$ cat config.mk
export PLATFORM = sky130hd
export DESIGN_NAME = reg_file_param
export DESIGN_NICKNAME = d
export VERILOG_FILES = /design/src/rtl/reg_file_param.sv
export SDC_FILE = /design/constraint.sdc
export NUM_CORES = 2
export LEC_CHECK = 0
export ABC_CLOCK_PERIOD_IN_PS = 6700
export CAP_MARGIN = 20
export CORE_MARGIN = 8
export CORE_UTILIZATION = 35
export CTS_CLUSTER_SIZE = 8
export DETAILED_ROUTE_END_ITERATION = 8
export HOLD_SLACK_MARGIN = 0.08
export PLACE_DENSITY = 0.47
export SLEW_MARGIN = 15
export SYNTH_ARGS = -nofsm -noshare
export SYNTH_HDL_FRONTEND = slang
export SYNTH_SLANG_ARGS = --single-unit
$ cat constraint.sdc
create_clock -name clk -period 6.7 [get_ports clk]
set_clock_uncertainty 0.15 [all_clocks]
set_input_delay 1.34 -clock clk [delete_from_list [all_inputs] [get_ports clk]]
set_output_delay 1.34 -clock clk [all_outputs]
set_load 0.005 [all_outputs]
$ cat src/rtl/reg_file_param.sv
// Parametrised register file: NUM_REGS x DATA_W, two combinational read ports, one write port,
// optional write-to-read forwarding, optional hardwired-zero r0 and a one-entry-per-cycle clear sweep.
module reg_file_param #(
  parameter  int DATA_W   = 32,
  parameter  int NUM_REGS = 32,
  parameter  int R0_ZERO  = 1,
  parameter  int BYPASS   = 1,
  localparam int ADDR_W   = (NUM_REGS > 1) ? $clog2(NUM_REGS) : 1
) (
  input  logic              clk,
  input  logic              reset,
  input  logic [ADDR_W-1:0] rs,
  input  logic [ADDR_W-1:0] rs2,
  input  logic [ADDR_W-1:0] rd,
  input  logic [DATA_W-1:0] busW,
  input  logic              r_type,
  input  logic              reg_wr,
  input  logic              clear,
  output logic [DATA_W-1:0] busA,
  output logic [DATA_W-1:0] busB,
  output logic              busy,
  output logic              clear_done,
  output logic              wr_drop
);

  localparam logic [ADDR_W:0] NUM_REGS_C = (ADDR_W+1)'(NUM_REGS);
  localparam logic [ADDR_W:0] LAST_C     = (ADDR_W+1)'(NUM_REGS - 1);

  typedef enum logic [1:0] {
    IDLE  = 2'd0,
    CLEAR = 2'd1,
    DONE  = 2'd2
  } state_e;

  state_e            state_q, state_d;
  logic [ADDR_W:0]   ptr_q, ptr_d;
  logic [DATA_W-1:0] regs_q [NUM_REGS];
  logic              busy_q, clear_done_q, wr_drop_q, wr_drop_d;

  logic [ADDR_W-1:0] waddr_s;
  logic              in_range_s, r0_hit_s, idle_s, wr_commit_s;
  logic [DATA_W-1:0] stored_a_s, stored_b_s;

  // Final read mux: range check, then r0 masking, then forwarding, then stored value.
  function automatic logic [DATA_W-1:0] sel_read(
    input logic [ADDR_W-1:0] addr,
    input logic [DATA_W-1:0] stored,
    input logic              commit,
    input logic [ADDR_W-1:0] wa,
    input logic [DATA_W-1:0] wdata
  );
    logic [DATA_W-1:0] val;
    if ({1'b0, addr} >= NUM_REGS_C) begin
      val = '0;
    end else if ((R0_ZERO != 0) && (addr == '0)) begin
      val = '0;
    end else if ((BYPASS != 0) && commit && (addr == wa)) begin
      val = wdata;
    end else begin
      val = stored;
    end
    return val;
  endfunction

  // Write decode: destination, legality and drop detection.
  always_comb begin
    waddr_s     = r_type ? rd : rs2;
    in_range_s  = ({1'b0, waddr_s} < NUM_REGS_C);
    r0_hit_s    = (R0_ZERO != 0) && (waddr_s == '0);
    idle_s      = (state_q == IDLE);
    wr_commit_s = reg_wr && idle_s && in_range_s && !r0_hit_s;
    wr_drop_d   = reg_wr && (!idle_s || !in_range_s);
  end

  // Raw array lookups, guarded so out-of-range addresses never index the array.
  always_comb begin
    stored_a_s = '0;
    stored_b_s = '0;
    if ({1'b0, rs} < NUM_REGS_C) begin
      stored_a_s = regs_q[rs];
    end else begin
      stored_a_s = '0;
    end
    if ({1'b0, rs2} < NUM_REGS_C) begin
      stored_b_s = regs_q[rs2];
    end else begin
      stored_b_s = '0;
    end
  end

  // Read ports.
  always_comb begin
    busA = sel_read(rs,  stored_a_s, wr_commit_s, waddr_s, busW);
    busB = sel_read(rs2, stored_b_s, wr_commit_s, waddr_s, busW);
  end

  // Clear-sweep next-state logic.
  always_comb begin
    state_d = state_q;
    ptr_d   = ptr_q;
    case (state_q)
      IDLE: begin
        if (clear) begin
          state_d = CLEAR;
          ptr_d   = '0;
        end else begin
          state_d = IDLE;
        end
      end
      CLEAR: begin
        ptr_d = ptr_q + (ADDR_W+1)'(1);
        if (ptr_q == LAST_C) begin
          state_d = DONE;
        end else begin
          state_d = CLEAR;
        end
      end
      DONE:    state_d = IDLE;
      default: state_d = IDLE;
    endcase
  end

  // FSM, pointer and registered status outputs.
  always_ff @(posedge clk or negedge reset) begin
    if (!reset) begin
      state_q      <= IDLE;
      ptr_q        <= '0;
      busy_q       <= 1'b0;
      clear_done_q <= 1'b0;
      wr_drop_q    <= 1'b0;
    end else begin
      state_q      <= state_d;
      ptr_q        <= ptr_d;
      busy_q       <= (state_d == CLEAR);
      clear_done_q <= (state_d == DONE);
      wr_drop_q    <= wr_drop_d;
    end
  end

  // Storage array: normal writes only in IDLE, sweep writes only in CLEAR.
  always_ff @(posedge clk or negedge reset) begin
    if (!reset) begin
      for (int i = 0; i < NUM_REGS; i++) begin
        regs_q[i] <= '0;
      end
    end else if (wr_commit_s) begin
      regs_q[waddr_s] <= busW;
    end else if (state_q == CLEAR) begin
      regs_q[ptr_q[ADDR_W-1:0]] <= '0;
    end
  end

  assign busy       = busy_q;
  assign clear_done = clear_done_q;
  assign wr_drop    = wr_drop_q;

endmodule

After elaboration in Yosys (flattened, before gate mapping)
Index checks and enable logic that the tools add are counted.
{"block": "word_totals", "inputBits": 52, "wordCells": 96, "regBits": 1035, "latchBits": 0, "mem_bits_rw": 0, "rom_bits": 0, "out_inout_bits": 67, "mem_count": 0}
{"block": "op_classes", "n_mux": 23, "mul": 0, "magnitude_cmp": 6, "n_reduce_logical": 16, "eq_ne": 7, "n_addsub": 1, "shifts": 0, "n_div": 0, "bitwise_logic": 6}
{"cell": "two-way mux 1024 bit", "n": 2}
{"cell": "bitwise AND 1024 bit", "n": 1}
{"cell": "bitwise mux 1024 bit", "n": 1}
{"cell": "inverter 1024 bit", "n": 1}
{"cell": "binary-select mux 32 bit (select 5 bit)", "n": 2}
{"cell": "demux 32 bit (select 5 bit)", "n": 2}
{"cell": "two-way mux 32 bit", "n": 10}
{"cell": "greater-or-equal comparator 6 bit, second input constant", "n": 4}
{"cell": "inverter 5 -> 6 bit", "n": 4}
{"cell": "logical NOT 5 bit", "n": 3}
{"cell": "less-than comparator 6 x 1 -> 1 bit, second input constant", "n": 2}
{"cell": "case mux 6 bit (2 select lines)", "n": 1}
{"cell": "== test 5 bit", "n": 2}
{"cell": "logical AND 1 bit", "n": 7}
{"cell": "adder 6 x 1 -> 6 bit, second input constant", "n": 1}
{"cell": "== test 6 x 5 -> 1 bit, second input constant", "n": 1}
{"cell": "two-way mux 6 bit", "n": 1}
{"cell": "two-way mux 5 bit", "n": 1}
{"cell": "== test 2 x 1 -> 1 bit, second input constant", "n": 2}
{"cell": "case mux 2 bit (2 select lines)", "n": 1}
{"cell": "nonzero test 2 bit", "n": 2}
{"cell": "== test 2 bit, second input constant", "n": 1}
{"cell": "logical NOT 1 bit", "n": 2}
{"cell": "logical NOT 2 bit", "n": 1}
{"cell": "other kinds (4)", "n": 4}

Longest topological paths before layout
{"block": "logic_depth", "ltp_word": 9, "mapped_depth": 10, "mapped_depth_nobuf": 6}

Worst setup path before layout
No wires, ideal clock.
{"block": "synth_timing", "kind": "input port to output port", "start": "input rs2[4]", "end": "output busA[24]", "path_slack_ns": 2.073, "stages": 9, "n_path_buf": 3, "t_arrival_ns": 3.137, "required_ns": 5.210, "path_cell_list": "clkbuf_1 -> or3_1 -> o21ai_1 -> a21oi_2 -> and3_1 -> buf_2 -> buf_6 -> or3_1 -> a21oi_1"}
{"block": "synth_via", "elab_chain_cells": 7, "elab_cells_between_ends": 8, "classes_between": "eq/ne: 1; mux: 3; reduce/logical: 4"}
{"element": "start, declared", "line": "13", "source": "input logic [ADDR_W-1:0] rs2,"}
{"element": "two-way mux 5 bit *", "line": "67", "source": "waddr_s = r_type ? rd : rs2;"}
{"element": "logical NOT 5 bit", "line": "69", "source": "r0_hit_s = (R0_ZERO != 0) && (waddr_s == '0);"}
{"element": "logical NOT 1 bit", "line": "71", "source": "wr_commit_s = reg_wr && idle_s && in_range_s && !r0_hit_s;"}
{"element": "logical AND 1 bit", "line": "71"}
{"element": "logical AND 1 bit *", "line": "57", "source": "end else if ((BYPASS != 0) && commit && (addr == wa)) begin"}
{"element": "two-way mux 32 bit *", "line": "57"}
{"element": "two-way mux 32 bit *", "line": "55", "source": "end else if ((R0_ZERO != 0) && (addr == '0)) begin"}
{"element": "end, declared", "line": "19", "source": "output logic [DATA_W-1:0] busA,"}
Every way passes the cells marked *; elsewhere a longest branch is shown, timed or not.

Final worst setup path
{"block": "layout_timing", "start": "input r_type", "end": "output busA[17]"}
{"block": "layout_via", "elab_chain_cells": 7, "elab_cells_between_ends": 8, "classes_between": "eq/ne: 1; mux: 3; reduce/logical: 4"}
{"element": "start, declared", "line": "16", "source": "input logic r_type,"}
{"element": "two-way mux 5 bit *", "line": "67"}
{"element": "logical NOT 5 bit", "line": "69"}
{"element": "logical NOT 1 bit", "line": "71"}
{"element": "logical AND 1 bit", "line": "71"}
{"element": "logical AND 1 bit *", "line": "57"}
{"element": "two-way mux 32 bit *", "line": "57"}
{"element": "two-way mux 32 bit *", "line": "55"}
Marks and branches as above.

==> results.cfg <==
[clock_network]
holdBufCountCts = 0
cts_tree = done
insertion_delay_ns = 0.79
cts-resized-gates = 0
numCtsBuffers = 149
htreeDepth = 4
clock-root-buffer = clkbuf_16
post-cts-setup-buffer-count = 0
clk_path_buf_depth = 3
clk_pin_slew_worst_paths_ns = 0.05
cts_sinks = 1035

[timing]
holdWs_ns = 0.365
tightestPinTransition_ns = 1.23
period_share_pct = 97.3
period_minus_slack_ns = 6.52
max_slew_margin_pct = 17.9
setup_violations = 0
tns_ns = 0
fmax_ghz = 0.153
finalHoldViolations = 0
drv_slew = 0
rsz0062_at_grt = no

[pwr]
power_frac_clock_pct = 37.7
p_sw_mw = 6.18
p_total_mw = 18.5
comb_power_share_pct = 22.6
p_int_mw = 12.4
ir_drop_v = 0.000223
leakage_nw = 28.2
swShare_pct = 33.3
p_per_area_nw_per_um2 = 294
seqPwrFrac_pct = 39.8

[floorplan]
dieWidth_um = 409
pin_count = 119
dieArea_sq_um = 167000
start_util_pct = 35.2
core_area_sq_um = 154000
rows = 144
die_h_um = 409

[global_route]
track_usage_pct = 29.6
grt.overflow.total = 0
grt_pass1_wl_um = 357000
grt_pass1_vias = 43000
grt_max_degree = 153
antenna_found_initial = 9

[yosys]
synth-seq-cells = 1035
ys.warnings.count = 0
synthFlopType = dfrtp_1
syn-num-nets = 4435
yosys.area.top_type = dfrtp_1
synth_enable_flop_cells = 0
yosys.cell_count.top_type = dfrtp_1
syn_area_sq_um = 54100
synthArstFlopShare_pct = 100
synth-seq-area-share_pct = 47.9
synthDistinctLibCells = 54
yosysTopAreaCellShare_pct = 47.9
synth_cells = 4379
syn_area_per_cell_sq_um = 12.4
netlist_top_cells_count = 1035 x dfrtp_1, 1000 x a22o_1, 590 x mux2i_1
synth_top_cells_by_area = dfrtp_1 48%, a22o_1 16%, mux2i_1 11%, mux4_2 9.2%, a22oi_1 4.8%

[finish]
seqCellArea_sq_um = 25900
utilization_pct = 41.0
fillers = 14400
area_growth_syn_to_layout_pct = 16.5
multi_input_area_sq_um = 26600
final_nets = 4402
drive_gt1_share_pct = 17.2

[worst_setup_path]
cp.arrival_ns = 5.03
crit_path_max_fanout = 43
required_ns = 5.21
startpoint_type = primary input
critical_path.endpoint_type = output port
crit_type = primary input to output port

[run_status]
status = finished clean

[detailed_routing]
vias_per_cell = 6.85
drtAntennaViolNets = 0
wl_um = 257000
vias = 44000
dr.pass1.iters = 6
drc = 0
drt_iter0_markers = 6228
wl_per_cell_um = 40.0

[worst_hold_path]
min_path_type = register to register

[job]
drv_cap = 0

[placement]
place_congestion = 0.870
hpwl_um = 152000
portBuffers = 118
-- cell type report --
type	count	share of cell area (%)
inverter	6	0.0357
antenna	4	0.0159
sequential	1035	41.1
timing repair buffer	375	6.12
tap	2044	4.06
clock inverter	16	0.419
multi-input combinational	2779	42.2
clock buffer	161	6.02
-- path summary, 6_finish.rpt --
path	startpoint	depth (start not counted)	endpoint	slack, ns
setup / recovery	r_type	9	busA[17]	0.18
hold / removal	regs_q[742]$_DFFE_PN0P_	1	regs_q[742]$_DFFE_PN0P_	0.37
setup reg to reg	state_q[1]$_DFF_PN0_	7	regs_q[564]$_DFFE_PN0P_	2.90
hold reg to reg	regs_q[742]$_DFFE_PN0P_	1	regs_q[742]$_DFFE_PN0P_	0.37
max in group asynchronous	reset	2	regs_q[530]$_DFFE_PN0P_	4.59
min in group asynchronous	reset	1	regs_q[96]$_DFFE_PN0P_	0.40
-- through the flow --
stage	cell area [sq um]	setup WS, ns	instances
2_1_floorplan	54100	2.07	4379
3_5_place_dp	58900	0.191	6236
5_1_grt	63000	0.0895	6416
3_3_place_gp	58900	0.191	6236
6_report	63000	0.184	6420
4_1_cts	62900	0.167	6413
-- per-layer routing --
metal / global-route usage, % / part of all wire [%]
met2: 42.7 / 43
met4: 10.2 / 3.8
met3: 8.53 / 10
met5: 0 / 0.0031
met1: 42.4 / 43
-- kinds of logic after synthesis --
logic type	Yosys count	synth area share, %
AOI/OAI and AO/OA	1501	22.9
xor gates and xnor gates	14	0.227
adders and majority gates	4	0.0925
buffers and inverters	565	4.41
DFF	1035	47.9
muxes	813	20.2
and+or+nand+nor	447	4.33
-- power by group through the flow --
stage          registers [mW]  clock network (mW)  logic (mW)
2_1_floorplan            7.26                   0        2.11
3_3_place_gp             7.43                   0        4.08
3_5_place_dp             7.43                   0        4.09
4_1_cts                  7.34                7.08        4.10
5_1_grt                  7.43                7.34        4.30
6_report                 7.37                6.99        4.18
-- cell usage in the layout, fill, tap and decap left out, types with 33 or more instances in the layout --
master / synthesis / routed
a21oi_1: 35 / 35
a22o_1: 1000 / 1000
a22oi_1: 348 / 348
buf_12: 0 / 56
buf_4: 5 / 199
clkbuf_16: 0 / 150
clkdlybuf4s50_1: 0 / 111
dfrtp_1: 1035 / 1035
mux2i_1: 590 / 590
mux4_2: 222 / 222
nand2_1: 65 / 64
nand3_1: 33 / 33
nand4_1: 84 / 84
nor2_1: 98 / 64
nor2_4: 0 / 33
nor2b_1: 45 / 38
nor3_1: 43 / 39
-- flip-flops by register name, summed over array words and instances (netlist names) --
signal / count
regs_q: 1024
ptr_q: 6
state_q: 2
busy: 1
clear_done: 1
wr_drop: 1
-- worst max-delay path, cell delays in order --
cell and delay [ns]:
clkdlybuf4s50_1 0.87, or4b_1 0.50, o21ai_1 0.17, a21oi_4 0.12, and3_4 0.38, buf_4 0.34, or3_1 0.50, a21oi_1 0.24
clkdlybuf4s50_1 0.55
Note: power is estimated with default switching activity, not from simulation.
